`config.mk`:
```
export PLATFORM = sky130hd
export DESIGN_NAME = control_sequencer
export DESIGN_NICKNAME = d
export VERILOG_FILES = /design/src/rtl/control_sequencer.sv
export SDC_FILE = /design/constraint.sdc
export NUM_CORES = 1
export LEC_CHECK = 0
export CAP_MARGIN = 40
export CORE_MARGIN = 3
export CORE_UTILIZATION = 34
export DETAILED_ROUTE_END_ITERATION = 10
export HOLD_SLACK_MARGIN = 0.08
export PLACE_DENSITY_LB_ADDON = 0.05
export REMOVE_ABC_BUFFERS = 1
export SYNTH_ARGS = -nofsm -noshare
export SYNTH_HDL_FRONTEND = slang
export SYNTH_SLANG_ARGS = --single-unit
```
`constraint.sdc`:
```
create_clock -name clk -period 3.7 [get_ports clk]
set_clock_uncertainty 0.1 [all_clocks]
set_input_delay 0.74 -clock clk [delete_from_list [all_inputs] [get_ports clk]]
set_output_delay 0.74 -clock clk [all_outputs]
set_load 0.03 [all_outputs]
```
`src/rtl/control_sequencer.sv`:
```
// -----------------------------------------------------------------------------
// control_sequencer
//
// Micro-step sequencer for a small accumulator CPU. The block steps through
// T0 and T1, which fetch the instruction. From T2 on it executes the current
// opcode, then returns to T0. When a HLT executes, the block enters a sticky
// halt state, and only a reset clears it.
//
// The step counter and the halt flag are the only state. All control outputs
// are decoded combinationally from the current step, the opcode and the ALU
// flags. The outputs are gated to zero while reset is asserted, while run is
// low, or while halted.
//
// Ports
//   clk          in   system clock, rising edge
//   rst          in   synchronous reset, active low
//   run          in   sequencing enable (0 freezes step and blanks outputs)
//   opcode[7:0]  in   instruction register bits [15:8], valid from T2
//   flag_z       in   ALU zero flag (used by JZ in T2)
//   flag_c       in   ALU carry flag (used by JC in T2)
//   pc_out_en    out  program counter drives the bus
//   ir_out_en    out  instruction register operand drives the bus
//   ram_out_en   out  RAM drives the bus
//   a_out_en     out  A register drives the bus
//   alu_out_en   out  ALU result drives the bus
//   mar_write    out  load memory address register
//   ir_write     out  load instruction register
//   a_write      out  load A register
//   b_write      out  load B register
//   ram_write    out  write RAM
//   flags_write  out  load ALU flags
//   out_write    out  load output register
//   pc_write     out  load program counter (jump)
//   pc_inc       out  increment program counter
//   alu_sub      out  ALU subtract select
//   step[2:0]    out  current micro-step 0..4
//   halted       out  HLT has executed
// -----------------------------------------------------------------------------
module control_sequencer (
  input  logic       clk,
  input  logic       rst,
  input  logic       run,
  input  logic [7:0] opcode,
  input  logic       flag_z,
  input  logic       flag_c,
  output logic       pc_out_en,
  output logic       ir_out_en,
  output logic       ram_out_en,
  output logic       a_out_en,
  output logic       alu_out_en,
  output logic       mar_write,
  output logic       ir_write,
  output logic       a_write,
  output logic       b_write,
  output logic       ram_write,
  output logic       flags_write,
  output logic       out_write,
  output logic       pc_write,
  output logic       pc_inc,
  output logic       alu_sub,
  output logic [2:0] step,
  output logic       halted
);

  localparam logic [7:0] OP_NOP = 8'h00;
  localparam logic [7:0] OP_LDA = 8'h01;
  localparam logic [7:0] OP_ADD = 8'h02;
  localparam logic [7:0] OP_SUB = 8'h03;
  localparam logic [7:0] OP_STA = 8'h04;
  localparam logic [7:0] OP_LDI = 8'h05;
  localparam logic [7:0] OP_JMP = 8'h06;
  localparam logic [7:0] OP_JC  = 8'h07;
  localparam logic [7:0] OP_JZ  = 8'h08;
  localparam logic [7:0] OP_OUT = 8'h0E;
  localparam logic [7:0] OP_HLT = 8'h0F;

  localparam int NUM_STEPS = 5;

  typedef enum logic [2:0] {
    T0 = 3'd0,
    T1 = 3'd1,
    T2 = 3'd2,
    T3 = 3'd3,
    T4 = 3'd4
  } step_t;

  // Raw control word before the run/halt/reset gating.
  typedef struct packed {
    logic pc_out_en;
    logic ir_out_en;
    logic ram_out_en;
    logic a_out_en;
    logic alu_out_en;
    logic mar_write;
    logic ir_write;
    logic a_write;
    logic b_write;
    logic ram_write;
    logic flags_write;
    logic out_write;
    logic pc_write;
    logic pc_inc;
    logic alu_sub;
  } ctrl_t;

  step_t                step_reg;
  logic                 halted_reg;
  logic [NUM_STEPS-1:0] step_hot;
  ctrl_t                ctrl_next;
  ctrl_t                ctrl_gated;
  logic                 active;

  // Final micro-step for an opcode. Undefined opcodes behave as NOP.
  function automatic step_t last_step(input logic [7:0] op);
    case (op)
      OP_LDA, OP_STA: last_step = T3;
      OP_ADD, OP_SUB: last_step = T4;
      default:        last_step = T2;
    endcase
  endfunction

  // ---------------------------------------------------------------------------
  // Step counter and halt flag.
  // A low run freezes the sequencer. While halted, run is ignored and the
  // step stays at T2, which is where HLT was decoded.
  // ---------------------------------------------------------------------------
  always_ff @(posedge clk) begin
    if (!rst) begin
      step_reg   <= T0;
      halted_reg <= 1'b0;
    end else if (!halted_reg && run) begin
      case (step_reg)
        T0: step_reg <= T1;
        T1: step_reg <= T2;
        T2: begin
          if (opcode == OP_HLT) begin
            halted_reg <= 1'b1;
          end else if (last_step(opcode) == T2) begin
            step_reg <= T0;
          end else begin
            step_reg <= T3;
          end
        end
        // The opcode is re-examined here. If the opcode changed under a
        // multi-step instruction, the block falls back to T0 and does not
        // run into T4 with no defined action.
        T3: step_reg <= (last_step(opcode) == T4) ? T4 : T0;
        T4: step_reg <= T0;
        default: step_reg <= T0;
      endcase
    end
  end

  // One-hot view of the step, which keeps the decoder below flat.
  genvar gi;
  generate
    for (gi = 0; gi < NUM_STEPS; gi++) begin : g_step_hot
      assign step_hot[gi] = (step_reg == step_t'(gi));
    end
  endgenerate

  // ---------------------------------------------------------------------------
  // Control decode. This block is purely combinational. Flags are looked at
  // only in T2 of JC/JZ, so a jump follows the flag value present in that
  // cycle.
  // ---------------------------------------------------------------------------
  always_comb begin
    ctrl_next = '0;
    if (step_hot[0]) begin
      ctrl_next.pc_out_en = 1'b1;
      ctrl_next.mar_write = 1'b1;
    end else if (step_hot[1]) begin
      ctrl_next.ram_out_en = 1'b1;
      ctrl_next.ir_write   = 1'b1;
      ctrl_next.pc_inc     = 1'b1;
    end else if (step_hot[2]) begin
      case (opcode)
        OP_LDA, OP_ADD, OP_SUB, OP_STA: begin
          ctrl_next.ir_out_en = 1'b1;
          ctrl_next.mar_write = 1'b1;
        end
        OP_LDI: begin
          ctrl_next.ir_out_en = 1'b1;
          ctrl_next.a_write   = 1'b1;
        end
        OP_JMP: begin
          ctrl_next.ir_out_en = 1'b1;
          ctrl_next.pc_write  = 1'b1;
        end
        OP_JC: begin
          ctrl_next.ir_out_en = flag_c;
          ctrl_next.pc_write  = flag_c;
        end
        OP_JZ: begin
          ctrl_next.ir_out_en = flag_z;
          ctrl_next.pc_write  = flag_z;
        end
        OP_OUT: begin
          ctrl_next.a_out_en  = 1'b1;
          ctrl_next.out_write = 1'b1;
        end
        // NOP, HLT and undefined opcodes assert nothing in T2.
        default: ctrl_next = '0;
      endcase
    end else if (step_hot[3]) begin
      case (opcode)
        OP_LDA: begin
          ctrl_next.ram_out_en = 1'b1;
          ctrl_next.a_write    = 1'b1;
        end
        OP_ADD, OP_SUB: begin
          ctrl_next.ram_out_en = 1'b1;
          ctrl_next.b_write    = 1'b1;
        end
        OP_STA: begin
          ctrl_next.a_out_en  = 1'b1;
          ctrl_next.ram_write = 1'b1;
        end
        default: ctrl_next = '0;
      endcase
    end else if (step_hot[4]) begin
      if (opcode == OP_ADD || opcode == OP_SUB) begin
        ctrl_next.alu_out_en  = 1'b1;
        ctrl_next.a_write     = 1'b1;
        ctrl_next.flags_write = 1'b1;
        ctrl_next.alu_sub     = (opcode == OP_SUB);
      end
    end
  end

  // Every strobe is blanked during reset, while frozen, and once halted.
  // This prevents a stray bus enable or load strobe in those states.
  assign active     = rst && run && !halted_reg;
  assign ctrl_gated = active ? ctrl_next : '0;

  assign pc_out_en   = ctrl_gated.pc_out_en;
  assign ir_out_en   = ctrl_gated.ir_out_en;
  assign ram_out_en  = ctrl_gated.ram_out_en;
  assign a_out_en    = ctrl_gated.a_out_en;
  assign alu_out_en  = ctrl_gated.alu_out_en;
  assign mar_write   = ctrl_gated.mar_write;
  assign ir_write    = ctrl_gated.ir_write;
  assign a_write     = ctrl_gated.a_write;
  assign b_write     = ctrl_gated.b_write;
  assign ram_write   = ctrl_gated.ram_write;
  assign flags_write = ctrl_gated.flags_write;
  assign out_write   = ctrl_gated.out_write;
  assign pc_write    = ctrl_gated.pc_write;
  assign pc_inc      = ctrl_gated.pc_inc;
  assign alu_sub     = ctrl_gated.alu_sub;

  assign step   = step_reg;
  assign halted = halted_reg;

endmodule

```
==> key figures <==
Layout
  • Share of post-route cells with drive strength above 1: between 30% and 40%
  • Flip-flop and latch area: around 80 um2
  • Area growth syn-to-layout: 68.6%
  • Max reg flops: 3
  • Non-Filler Instances: approximately 120
  • Multi-input logic area: roughly 370 um2
  • Fin nets: 117
  • Filler cells: around 120
  • Ant. Diodes: 0

STA
  • Shortest period the worst path allows: 3.63 ns
  • Period utilization: around 98%
  • FMAX: around 280 MHz
  • Worst-margin pin slew: 0.487 ns
  • Hold Vio Cnt, Final: 0
  • Slew margin rel.: about two thirds
  • # setup viols final: 0
  • Slew Viols, Final: 0
  • RSZ-0062 raised after global routing: false

Critical path
  • Worst path bufs/invs: 2
  • Worst r2r src: step[1]
  • Critical Path RT: around 2.9 ns
  • Setup crit end kind: output pin
  • CP most frequent cell: or4b_4
  • Slowest stage delay, CP: between 0.5 and 0.6 ns
  • R2R depth: 4
  • Element type at the critical path start: input port
  • Setup CP Type: input port to output pin
  • Delay-heaviest family, CP: simple AND/OR/NAND/NOR gates
  • CP cell instances: clkbuf_2 -> or4_4 -> or4b_4 -> or4b_4 -> a32oi_2 -> buf_6
  • CP Max Fanout: 2
  • Worst Path Arrival: ~2.8 ns
  • Flop-to-flop setup slack: about 2 ns
  • R2r endpoint: step[1]
  • Worst path slowest cell: or4b_4

Drt
  • DR iter-0 viols: 12
  • Vias: between 600 and 700
  • # DRC: 0
  • Drt wl/cell: approximately 12 um
  • Post-route ant nets: 0
  • Mean number of vias per cell: around 5.4
  • Initial DRT Pass Iterations: 4
  • Routed WL: about 1400 um

Logic synthesis
  • Yosys warning total: 0
  • Synth async-reset ratio: 0%
  • Synth Register Bits: 4
  • Main synth FF type: dfxtp_1
  • Sequential area share after synthesis: about 17%
  • Average size of a mapped cell: 7.08 um2
  • Netlist cell types: 32
  • Post-synth EDFFs: 0
  • Mapped Area: 482 um2
  • Gate Count Post-Synth: 68

Placed design
  • GPL Wtd Cong: about 0.85
  • DP HPWL: 1120 um
  • Placed Cells incl. Taps: between 100 and 150
  • Input/output buffers: 31

Die
  • Initial Util: roughly two fifths
  • Die area: approximately 1900 um2
  • Die height: ~44 um
  • Core area: around 1200 um2
  • Chip width: 43.6 um
  • # IOs: 32
  • Num rows: 12

Power and ir drop
  • VDD IR max: ~0.00020 V
  • LEAKAGE: ~0.0003 uW
  • Cell area power density: between 150 and 200 nW/um2
  • Design Power: 157 uW

Clock network
  • H-tree lvl count: 1
  • Reg clk slew, reported paths: 0.04 ns
  • CTS buffer count: 3
  • Hold buffer count at CTS: 0
  • CTS Buffer Depth: 2
  • Root buf cell: clkbuf_4
  • CTS tree: yes
  • Clk sink count: 4
  • Clk_lat worst skew: about 0.24 ns

Global route
  • Antenna violations before repair: 0
  • First-pass GRT wire length: roughly 2200 um
  • Vias in the first global route: 484
  • Largest net degree at the start of global routing: 12
  • Top Usage Layer GRT: met2
  • GR Layer Usage met1: a little over a fifth
  • Total GRT Usage: around 15%
  • Gr ovfl total: 0
  • Met3 Resource Use GR: around 8%
  • Met2 Usage GRT: around 22%

Min path
  • Hold path start: halted
  • Hold Path Class: flop to flop
  • Hold Path Stages: 2
  • WHS Endpoint: halted

Run status
  • Status: finished, final reports clean

Job
  • Max-Cap Viols: 0
where the power goes:
| part | total (uW) | switching [uW] | internal, uW |
|---|---|---|---|
| combinational | 53.3 | 26.4 | 26.9 |
| sequential | 48.7 | 3.74 | 45.0 |
| clock | 54.8 | 18.5 | 36.3 |
cell usage after synthesis, drive strengths merged, types with 2 or more instances:
master	instances	share of area (%)
nand2	2	1.6
a21oi	5	5.2
nand3	3	3.1
clkbuf	4	3.1
buf	3	4.2
nor3	6	6.2
dfxtp	4	17
nor2	6	4.7
or4b	2	5.7
nand2b	5	6.5
nor4	2	2.6
a21boi	2	3.1
nand4b	2	3.6
nand4	3	3.9
nor2b	3	3.9
how the worst max path moves through the flow:
stage,from,to,depth (start not counted)
global route,opcode[6],a_write,6
floorplan,opcode[5],alu_sub,5
detailed placement,opcode[5],a_write,6
CTS,opcode[7],a_write,6
finish,opcode[6],a_write,6
global placement,opcode[5],a_write,6
cell families (layout without fill, tap and decap cells):
logic type             count (synthesis)  after routing  share of synthesized area [%]
XOR/XNOR                               1              1                           1.82
flip-flops                             4              4                           16.6
AO/OA/AOI/OAI                         15             15                           22.6
AND/OR/NAND/NOR                       40             40                           50.9
buffers and inverters                  8             42                           8.05
area by class of cell:
| type | instances | area share (%) |
|---|---|---|
| Multi-Input combinational cell | 56 | 45.1 |
| Inverter | 1 | 0.462 |
| Tap cell | 14 | 2.16 |
| Timing Repair Buffer | 38 | 39.6 |
| Sequential cell | 4 | 9.86 |
| Clock buffer | 3 | 2.77 |
worst register-to-register path: cells and delay by family, from the launching register on:
family,cells,cell delay [ns]
and+or+nand+nor,2,0.72
AOI/OAI and AO/OA,2,0.22
DFF,1,0.52
timing repair:
action	4_1_cts	5_1_grt
setup endpoints to repair	4	2
resized for setup	8	5
pin swaps	4	4
buffers inserted	0	0
per-stage QoR:
stage                     utilization (%)  setup slack, ns  TNS [ns]  hold slack, ns  cell area [um2]
after floorplan                         -           -0.129    -0.129           0.541              447
after global placement               65.5           -0.250    -0.797           0.413              797
after detailed placement             65.5           -0.257    -0.836           0.421              797
after CTS                            67.8           0.0171         0           0.443              825
after global routing                 66.8          0.00406         0           0.513              812
final                                66.8           0.0745         0           0.433              812
metal layers:
layer	part of all wire (%)	vias to the layer above
met4	0	0
met3	11	0
met1	47	270
met5	0	-
li1	-	324
met2	42	30
cells in the final DEF, fill, tap and decap left out, types with 2 or more instances in the layout:
| master | count |
|---|---|
| buf_4 | 18 |
| clkdlybuf4s50_1 | 15 |
| nor3_1 | 6 |
| nor2_1 | 6 |
| nand2b_1 | 5 |
| a21oi_1 | 5 |
| dfxtp_1 | 4 |
| nand3_1 | 3 |
| nor2b_1 | 3 |
| nand4_1 | 3 |
| clkbuf_4 | 3 |
| clkbuf_2 | 3 |
| nand4b_1 | 2 |
| nand2_1 | 2 |
| or4b_4 | 2 |
| a21boi_0 | 2 |
| nor4_1 | 2 |
Note: power is estimated with default switching activity, not from simulation.
